<file path="src/rtl/bg_blitter.sv">
// Background blitter: streams an image (or solid fill) from a synchronous ROM
// to a VGA pixel port with origin offset, screen clipping and colour keying.
module bg_blitter #(
  parameter int IMG_W    = 160,
  parameter int IMG_H    = 120,
  parameter int X_W      = 8,
  parameter int Y_W      = 7,
  parameter int C_W      = 3,
  parameter int SCREEN_W = 160,
  parameter int SCREEN_H = 120,
  parameter int A_W      = 15
) (
  input  logic           clk,
  input  logic           resetn,
  input  logic           start,
  input  logic           abort,
  input  logic [X_W-1:0] x_org,
  input  logic [Y_W-1:0] y_org,
  input  logic           mode,
  input  logic [C_W-1:0] fill_colour,
  input  logic           key_en,
  input  logic [C_W-1:0] key_colour,
  output logic [A_W-1:0] rom_addr,
  input  logic [C_W-1:0] rom_q,
  output logic [X_W-1:0] x,
  output logic [Y_W-1:0] y,
  output logic [C_W-1:0] colour,
  output logic           plot,
  output logic           busy,
  output logic           done
);

  typedef enum logic [1:0] {IDLE, DRAW, DRAIN, DONE} state_t;

  localparam logic [A_W-1:0] LAST_ADDR = A_W'(IMG_W * IMG_H - 1);
  localparam logic [X_W-1:0] CX_MAX    = X_W'(IMG_W - 1);

  state_t         state;
  logic           drain_cnt;
  logic [X_W-1:0] cx, cx1;
  logic [Y_W-1:0] cy, cy1;
  logic           v1;

  logic [X_W-1:0] x_org_q;
  logic [Y_W-1:0] y_org_q;
  logic           mode_q;
  logic [C_W-1:0] fill_q;
  logic           key_en_q;
  logic [C_W-1:0] key_q;

  logic           flush;
  logic [X_W:0]   x_sum;
  logic [Y_W:0]   y_sum;
  logic [C_W-1:0] pix_colour;
  logic           on_screen;
  logic           keyed;

  // Stage 1 carries cx/cy alongside the ROM read so they line up with rom_q.
  assign flush      = abort && (state == DRAW || state == DRAIN);
  assign x_sum      = {1'b0, x_org_q} + {1'b0, cx1};
  assign y_sum      = {1'b0, y_org_q} + {1'b0, cy1};
  assign pix_colour = mode_q ? fill_q : rom_q;
  assign on_screen  = (32'(x_sum) < SCREEN_W) && (32'(y_sum) < SCREEN_H);
  assign keyed      = key_en_q && (pix_colour == key_q);

  always_ff @(posedge clk or negedge resetn) begin
    if (!resetn) begin
      state     <= IDLE;
      drain_cnt <= 1'b0;
      rom_addr  <= '0;
      cx        <= '0;
      cy        <= '0;
      cx1       <= '0;
      cy1       <= '0;
      v1        <= 1'b0;
      x_org_q   <= '0;
      y_org_q   <= '0;
      mode_q    <= 1'b0;
      fill_q    <= '0;
      key_en_q  <= 1'b0;
      key_q     <= '0;
      x         <= '0;
      y         <= '0;
      colour    <= '0;
      plot      <= 1'b0;
      busy      <= 1'b0;
      done      <= 1'b0;
    end else begin
      cx1    <= cx;
      cy1    <= cy;
      v1     <= (state == DRAW) && !flush;
      x      <= x_sum[X_W-1:0];
      y      <= y_sum[Y_W-1:0];
      colour <= pix_colour;
      plot   <= v1 && !flush && on_screen && !keyed;
      done   <= 1'b0;

      case (state)
        IDLE: begin
          if (start && !abort) begin
            x_org_q  <= x_org;
            y_org_q  <= y_org;
            mode_q   <= mode;
            fill_q   <= fill_colour;
            key_en_q <= key_en;
            key_q    <= key_colour;
            rom_addr <= '0;
            cx       <= '0;
            cy       <= '0;
            busy     <= 1'b1;
            state    <= DRAW;
          end
        end
        DRAW: begin
          if (abort) begin
            busy  <= 1'b0;
            state <= IDLE;
          end else if (rom_addr == LAST_ADDR) begin
            drain_cnt <= 1'b0;
            state     <= DRAIN;
          end else begin
            rom_addr <= rom_addr + A_W'(1);
            if (cx == CX_MAX) begin
              cx <= '0;
              cy <= cy + Y_W'(1);
            end else begin
              cx <= cx + X_W'(1);
            end
          end
        end
        DRAIN: begin
          if (abort) begin
            busy  <= 1'b0;
            state <= IDLE;
          end else if (drain_cnt) begin
            done  <= 1'b1;
            state <= DONE;
          end else begin
            drain_cnt <= 1'b1;
          end
        end
        DONE: begin
          busy  <= 1'b0;
          state <= IDLE;
        end
        default: state <= IDLE;
      endcase
    end
  end

endmodule

</file>
<file path="config.mk">
export PLATFORM = sky130hd
export DESIGN_NAME = bg_blitter
export DESIGN_NICKNAME = d
export VERILOG_FILES = /design/src/rtl/bg_blitter.sv
export SDC_FILE = /design/constraint.sdc
export NUM_CORES = 1
export LEC_CHECK = 0
export CAP_MARGIN = 20
export CELL_PAD_IN_SITES_DETAIL_PLACEMENT = 2
export CELL_PAD_IN_SITES_GLOBAL_PLACEMENT = 2
export CORE_ASPECT_RATIO = 0.7
export CORE_MARGIN = 3
export CORE_UTILIZATION = 35
export CTS_CLUSTER_DIAMETER = 80
export CTS_CLUSTER_SIZE = 28
export DETAILED_ROUTE_END_ITERATION = 12
export GPL_TIMING_DRIVEN = 0
export PLACE_DENSITY_LB_ADDON = 0.1
export SLEW_MARGIN = 15
export SYNTH_ARGS = -nofsm -noshare
export SYNTH_HDL_FRONTEND = slang
export SYNTH_SLANG_ARGS = --single-unit
</file>
<file path="constraint.sdc">
create_clock -name clk -period 5.65 [get_ports clk]
set_input_delay 1.13 -clock clk [delete_from_list [all_inputs] [get_ports clk]]
set_output_delay 1.13 -clock clk [all_outputs]
set_load 0.05 [all_outputs]
</file>
### After elaboration in Yosys (flattened, before gate mapping)

Index checks and enable logic that the tools add are counted.

* register bits after elaboration: 93
* logic and storage cells: 95
* output and inout port bits: 36

* order comparisons: 2
* mux-type cells: 31
* eq/ne operators: 15
* $add $sub $neg: 5
* reductions and logical operators: 22

Operator list (number)
* 2-to-1 mux 15 bit: 3
* 2-to-1 mux 8 bit: 4
* case mux 15 bit (2 select lines): 1
* 2-to-1 mux 7 bit: 4
* case mux 8 bit (2 select lines): 1
* adder 15 x 1 -> 15 bit, second input constant: 1
* equality test 15 bit, second input constant: 1
* case mux 7 bit (2 select lines): 1
* 2-to-1 mux 2 bit: 5
* adder 8 x 8 -> 9 bit: 1
* less-than comparator 9 x 8 -> 1 bit, second input constant: 1
* adder 7 x 7 -> 8 bit: 1
* adder 8 x 1 -> 8 bit, second input constant: 1
* equality test 8 bit, second input constant: 1
* logical AND 1 bit: 8
* less-than comparator 8 x 7 -> 1 bit, second input constant: 1
* 2-to-1 mux 1 bit: 8
* inequality test 2 bit, second input constant: 4
* case mux 2 bit (4 select lines): 1
* AND reduction 4 bit: 2
* adder 7 x 1 -> 7 bit, second input constant: 1
* inequality test 2 x 1 -> 1 bit, second input constant: 3
* AND reduction 5 bit: 1
* equality test 2 bit, second input constant: 2
* other kinds (14): 18

### Longest topological paths before layout

Gate-level depths: netlist (run 1).

* depth after elaboration: 7
* depth in mapped cells: 10

### Worst setup path before layout (run 1)

Ideal clock, no wire load.

* path kind: in2reg
* start: input port abort
* end: register rom_addr[14]
* arrival time: 2.345 ns
* slack: 3.185 ns
* setup time: 0.120 ns
* buffers on the path: 1
* stages on the path: 5
* required time: 5.530 ns
* cell sequence: clkbuf_1 or2_1 nor4_1 a31oi_1 a41o_1

* word-level cells in the longest chain between the ends: 4
* elaborated cells between the ends (all ways): 5

RTL lines
* start: declaration: RTL line 16 `input logic abort,`
* logical NOT 1 bit: RTL line 100 `if (start && !abort) begin`
* logical AND 1 bit: RTL line 100
* inequality test 2 bit (no line)
* AND reduction 4 bit (no line) (*)
* end signal: assignment: RTL line 122 `rom_addr <= rom_addr + A_W'(1);`
* end: declaration: RTL line 23 `output logic [A_W-1:0] rom_addr,`

Every way passes the cells marked *; elsewhere a longest branch is shown, timed or not.
A chain may end at the register's enable or synchronous reset.

### Final worst setup path (run 1)

* start: input port start
* end: register rom_addr[8]

* word-level cells in the longest chain between the ends: 3

RTL lines
* start: declaration: RTL line 15 `input logic start,`
* logical AND 1 bit: RTL line 100
* inequality test 2 bit (no line)
* AND reduction 4 bit (no line)

Every way passes these cells.

==> results of run 1 <==
flip-flops by register name, summed over array words and instances (netlist names), 2 cells and up:
signal and flops:
x_org_q 8, cx 8, rom_addr 15, key_q 3
y_org_q 7, y 7, state 2, cx1 8
cy1 7, colour 3, fill_q 3, x 8
cy 7
how the worst max path moves through the flow:
stage	end	start	slack, ns	depth (start not counted)
2_1_floorplan	rom_addr[14]	abort	3.18	5
4_1_cts	rom_addr[8]	start	2.63	7
5_1_grt	rom_addr[7]	start	2.50	7
3_5_place_dp	rom_addr[8]	start	2.28	7
6_report	rom_addr[8]	start	2.61	7
3_3_place_gp	rom_addr[12]	resetn	-0.15	1
per-layer routing:
metal / share of wire / wire [um]
met1: 0.48 / 6096
met2: 0.48 / 6057
met3: 0.031 / 390
met4: 0.0070 / 89
met5: 0 / 0
power by group through the flow:
stage          clock network [mW]  registers (mW)  logic [mW]
2_1_floorplan                   0            1.38       0.700
3_3_place_gp                    0            1.07        1.46
3_5_place_dp                    0            1.09        1.52
4_1_cts                     0.665            1.08        1.54
5_1_grt                     0.693            1.11        1.67
6_report                    0.644            1.08        1.52
area by class of cell:
type	instances	area (um^2)	area share
repair buffers	65	669.4	0.1172
multi-input cells	274	2047	0.3584
inverters	20	75.07	0.01314
plain buffers	13	78.83	0.01380
well taps	162	202.7	0.03549
flip-flops and latches	93	2327	0.4074
clock buffers	9	225.2	0.03943
clock inverters	6	86.33	0.01512
stage by stage:
step	utilization	area (um^2)	TNS (ns)
floorplan	-	4528	0
global placement	0.4280	5371	-13.43
detailed placement	0.4303	5400	0
CTS	0.4551	5712	0
global route	0.4551	5712	0
finish	0.4551	5712	0
cell usage in the layout (no fill, tap or decap), types with 4 or more instances in the layout:
master / instances
dfrtp_1: 93
nand2_1: 26
o221ai_1: 4
a21o_1: 4
o211ai_1: 4
ha_1: 22
a2111oi_0: 5
nor2_1: 26
inv_1: 19
nand3_1: 14
clkbuf_16: 9
nor2b_1: 4
and2_1: 4
o21ai_0: 21
nand4_1: 5
o21a_1: 4
nand2b_1: 4
a21oi_1: 13
clkbuf_1: 4
a211oi_1: 7
clkdlybuf4s50_1: 63
mux2_2: 27
or4_1: 8
xnor2_1: 13
o31ai_1: 11
logic make-up after synthesis:
logic type | Yosys count | synth area share
buf+inv | 33 | 0.03398
xor+xnor | 15 | 0.02901
simple gates | 116 | 0.1415
mux | 29 | 0.07267
fa+ha+maj | 24 | 0.06963
compound gates | 90 | 0.1393
flops | 93 | 0.5140
worst max-delay path, delay by kind of cell:
family                 cells  cell delay (ns)
buffers and inverters      3             1.29
AND/OR/NAND/NOR            3             0.71
multiplexers               1             0.10
==> results.ini, run 1 <==
[setup_path]
ff2ff_path_depth = 8
critical_path_arrival_ns = 3.24
cp_slowest_cell = clkbuf_1
timing.rr.start = state[1]
crit_path_end_kind = flip-flop
reg2reg_to = cx[3]
worstPathRequired_ns = 5.85
cp_common_cell = nor2_1
max_stage_delay_ns = 0.54
reg2reg_slack_ns = 2.94
path_cells = clkdlybuf4s50_1 > mux2i_1 > or2_1 > buf_2 > nor2_1 > clkbuf_1 > nor2_1
path_class = primary input to flip-flop
cp-start-kind = primary input
critPathMaxFanout = 10

[grt]
use_met2 = 0.3245
grt_use_met3 = 0.03964
first_global_vias = 4001
grt_pass1_wl_mm = 21.36
met1_usage = 0.2484
busiest_layer = met2
grt_max_degree = 76
overflow = 0
antenna_found_initial = 0
grt.total_usage = 0.1881

[hold_path]
whs_endpoint = cy1[6]
hold_depth = 0
hp-start = cy[6]
hp-class = flip-flop to flip-flop

[route]
drtAntennaViolNets = 0
via_count = 3468
vias_per_cell = 5.402
drtIter0Drc = 75
drc = 0
wire_per_inst_um = 19.68
dr.pass1.iters = 4
routed_wl_mm = 12.63

[timing]
finalCriticalPeriod_ns = 3.044
slew_violations = 0
rsz0062_at_grt = no
setup_ws_ns = 2.606
relSlewSlack = 0.5313
max_freq_mhz = 328.5
setup_viol = 0
skew_ns = 0.007978
holdWs_ns = 0.4157
finalHoldViolCount = 0
post-route-period-util = 0.5388
worst_pin_slew_ns = 0.6966

[pwr]
ir_worst_vdd_uv = 263.5
pwr-share-comb = 0.470
p_leak_nw = 2.479
total_power_mw = 3.243
clkPwrFrac = 0.199
switching_share = 0.4257
p_int_mw = 1.862
seqPwrFrac = 0.332
powerDensity_nw_per_um2 = 567.7
p_switching_mw = 1.380

[final_layout]
drive_above_1_share = 0.1292
diodes = 0
fill_cells = 1281
syn2layout_area_growth_pct = 26.14
nets = 530
fin_cells = 642

[cts]
holdBufCountCts = 0
ctsLongestPathBuffers = 2
h-tree-depth = 3
postCtsSetupRepairBufs = 0
cts_buffers = 9
cts.sinks = 93
root_buffer = clkbuf_16
clkLatencyLatePin_ns = 0.34
path_clk_slew_ns = 0.07
cts_tree = done
cts_resized = 0

[logic_synthesis]
synth_top_area_frac = 0.5140
synth_top_cell_by_area = dfrtp_1
ys_seq_area_frac = 0.5140
netlist_area_um2 = 4528
yosysUniqueCellTypes = 61
yosys_most_used_dff = dfrtp_1
async_flop_share = 1.000
synthCells = 400
synth.area.top_cells = dfrtp_1 (51%), mux2_2 (6.7%), ha_1 (6.1%)
synth_most_common_cell = dfrtp_1
yosys_register_bits = 93
synth_enable_flop_cells = 0
synth_area_per_cell_um2 = 11.32
ys_warn_count = 0
yosys-top-cells-count = dfrtp_1 (93), mux2_2 (27), nand2_1 (26), nor2_1 (26), ha_1 (22)
synth_nets = 454

[place]
place_ws_ns = 2.280
portBuffers = 64
placedCellCount = 627
hpwl_mm = 9.047
place.gp.congestion = 0.7662

[floorplan]
initial_core_util = 0.3608
die_h_um = 101.2
die_w_um = 142.0
dieArea_um2 = 14360
ioPinCount = 66
rows = 34
core_um2 = 12550

[flow_run]
max-cap-violations = 0

[run_status]
status = complete, no violations

Power figures use the tool's default switching activity.
==> inputs of run 2 (changes only) <==
- clock period: 5.65 -> 2.9 ns (I/O delays scaled with it)
==> results.ini, run 2 (synthesis results as in run 1) <==
[floorplan]
rows = 34  ; unchanged
initial_core_util = 0.3608  ; unchanged
dieArea_um2 = 14360  ; unchanged
die_w_um = 142.0  ; unchanged
ioPinCount = 66  ; unchanged
die_h_um = 101.2  ; unchanged
core_um2 = 12550  ; unchanged

[final_layout]
largest_reg_flops = 15  ; unchanged
final_cell_mix = dfrtp_1 (93), clkdlybuf4s50_1 (63), mux2_2 (27), nor2_1 (26), nand2_1 (26)
diodes = 0  ; unchanged
fill_cells = 1283  ; +0.16%
largest_register = rom_addr
ff_latch_area_um2 = 2327  ; unchanged
final_common_cell = dfrtp_1
drive_above_1_share = 0.1313  ; +0.002083
multi_input_area_um2 = 2047  ; unchanged
syn2layout_area_growth_pct = 26.17  ; about the same
fin_cells = 642  ; unchanged
nets = 530  ; unchanged

[pwr]
p_leak_nw = 2.482  ; +0.12%
powerDensity_nw_per_um2 = 1106  ; +95%
ir_worst_vdd_uv = 513.3  ; +95%

[route]
via_count = 3470  ; +0.058%
dr.pass1.iters = 4  ; unchanged
routed_wl_mm = 12.63  ; about the same
vias_per_cell = 5.405  ; about the same
drtIter0Drc = 75  ; unchanged
drtAntennaViolNets = 0  ; unchanged
drc = 0  ; unchanged
wire_per_inst_um = 19.67  ; about the same

[timing]
skew_ns = 0.007978  ; -0.00000008000 ns
max_freq_mhz = 388.4
relSlewSlack = 0.5313  ; unchanged
finalHoldViolCount = 0  ; unchanged
slew_violations = 0  ; unchanged
worst_pin_slew_ns = 0.6966  ; unchanged
finalCriticalPeriod_ns = 2.575
post-route-period-util = 0.8879
setup_viol = 0  ; unchanged
setup_ws_ns = 0.3250  ; -2.281 ns
rsz0062_at_grt = no

[cts]
cts_tree = done
ctsLongestPathBuffers = 2  ; unchanged
root_buffer = clkbuf_16
clkLatencyLatePin_ns = 0.34  ; about the same
path_clk_slew_ns = 0.07  ; about the same
h-tree-depth = 3  ; unchanged
cts_buffers = 9  ; unchanged
cts.sinks = 93  ; unchanged
postCtsSetupRepairBufs = 0  ; unchanged

[place]
portBuffers = 64  ; unchanged
placedCellCount = 627  ; unchanged
place_ws_ns = 0.08014  ; -2.200 ns
place.gp.congestion = 0.7662  ; unchanged
hpwl_mm = 9.047  ; unchanged

[setup_path]
worstPathRequired_ns = 3.10  ; -2.75 ns
ff2ff_path_depth = 9  ; +1
cp_slowest_cell = clkbuf_1
reg2reg_slack_ns = 0.33  ; -2.61 ns
path_cells = inv_1 > ha_1 > buf_4 > mux2i_1 > or2_1 > buf_2 > nor2_1 > clkbuf_1 > nor2_1
path_class = flip-flop to flip-flop
cp-endpoint = rom_addr[8]
crit_path_end_kind = flip-flop
critPathMaxFanout = 10  ; unchanged
max_stage_delay_ns = 0.54  ; about the same
cp-start-kind = flip-flop
startpoint = state[1]
timing.rr.start = state[1]
cp_common_cell = nor2_1
reg2reg_to = rom_addr[8]
critical_path_arrival_ns = 2.77  ; -0.47 ns

[run_status]
status = complete, no violations

[grt]
grt_pass1_wl_mm = 21.36  ; unchanged
first_global_vias = 4001  ; unchanged
grt_max_degree = 76  ; unchanged
antenna_found_initial = 0  ; unchanged
overflow = 0  ; unchanged
grt.total_usage = 0.1881  ; unchanged

[flow_run]
max-cap-violations = 0  ; unchanged

[hold_path]
hp-class = primary input to asynchronous set/reset pin

-- run 2: changes by cell type in the layout (fill, tap and decap cells not counted) --
cell / delta
clkbuf_1: -1
clkbuf_2: +1
-- run 2: where the power goes --
group          leakage (nW)  switching [mW]  internal, mW
combinational          1.16            1.85          1.12
sequential             1.17           0.337          1.76
clock                 0.152           0.504         0.751
total                  2.48            2.69          3.63
-- run 2: metal layers --
layer	wire (um)	track usage	vias up
met3	388	0.03964	5
met2	6056	0.3245	60
met5	0	0	-
met4	89	0.03761	0
li1	-	-	1612
met1	6097	0.2484	1793
-- run 2: how the worst min path moves through the flow --
stage,to,slack (ns)
after global placement,cy1[6],0.39
after detailed placement,cy1[6],0.39
after global routing,colour[2],0.07
after CTS,y[3],0.06
final,mode_q,0.07
after floorplan,busy,0.28
-- run 2: area by class of cell --
| class | count | area share |
|---|---|---|
| flip-flops and latches | 93 | 0.4074 |
| clock inverters | 6 | 0.01511 |
| multi-input cells | 274 | 0.3583 |
| clock buffers | 9 | 0.03942 |
| well taps | 162 | 0.03548 |
| repair buffers | 65 | 0.1172 |
| inverters | 20 | 0.01314 |
| plain buffers | 13 | 0.01402 |
-- run 2: repair_timing --
item / in CTS / in global routing
setup endpoints to repair: 0 / 4
gates resized for setup: 0 / 2
hold buffers: 0 / 0
-- run 2: worst max-delay path, delay by kind of cell (launching register included) --
family | cells | cell delay, ns
flip-flops | 1 | 0.40
buffers and inverters | 4 | 1.05
adder cells (fa/ha/maj) | 1 | 0.16
multiplexers | 1 | 0.09
AND/OR/NAND/NOR | 3 | 0.71
-- run 2: through the flow --
stage | instance area (um^2) | util | TNS (ns) | power (mW) | hold slack, ns
6_report | 5713 | 0.4552 | 0 | 6.320 | 0.07148
3_5_place_dp | 5400 | 0.4303 | 0 | 5.083 | 0.3862
5_1_grt | 5713 | 0.4552 | 0 | 6.761 | 0.06634
4_1_cts | 5712 | 0.4551 | 0 | 6.404 | 0.06457
3_3_place_gp | 5371 | 0.4280 | -218.03 | 4.927 | 0.3867
2_1_floorplan | 4528 | - | 0 | 4.051 | 0.2844
==> inputs of run 3 (changes only) <==
- CTS_CLUSTER_DIAMETER: 80 -> 200
==> results of run 3 <==
No change in the layout: final DEF, timing and power equal those of run 2.
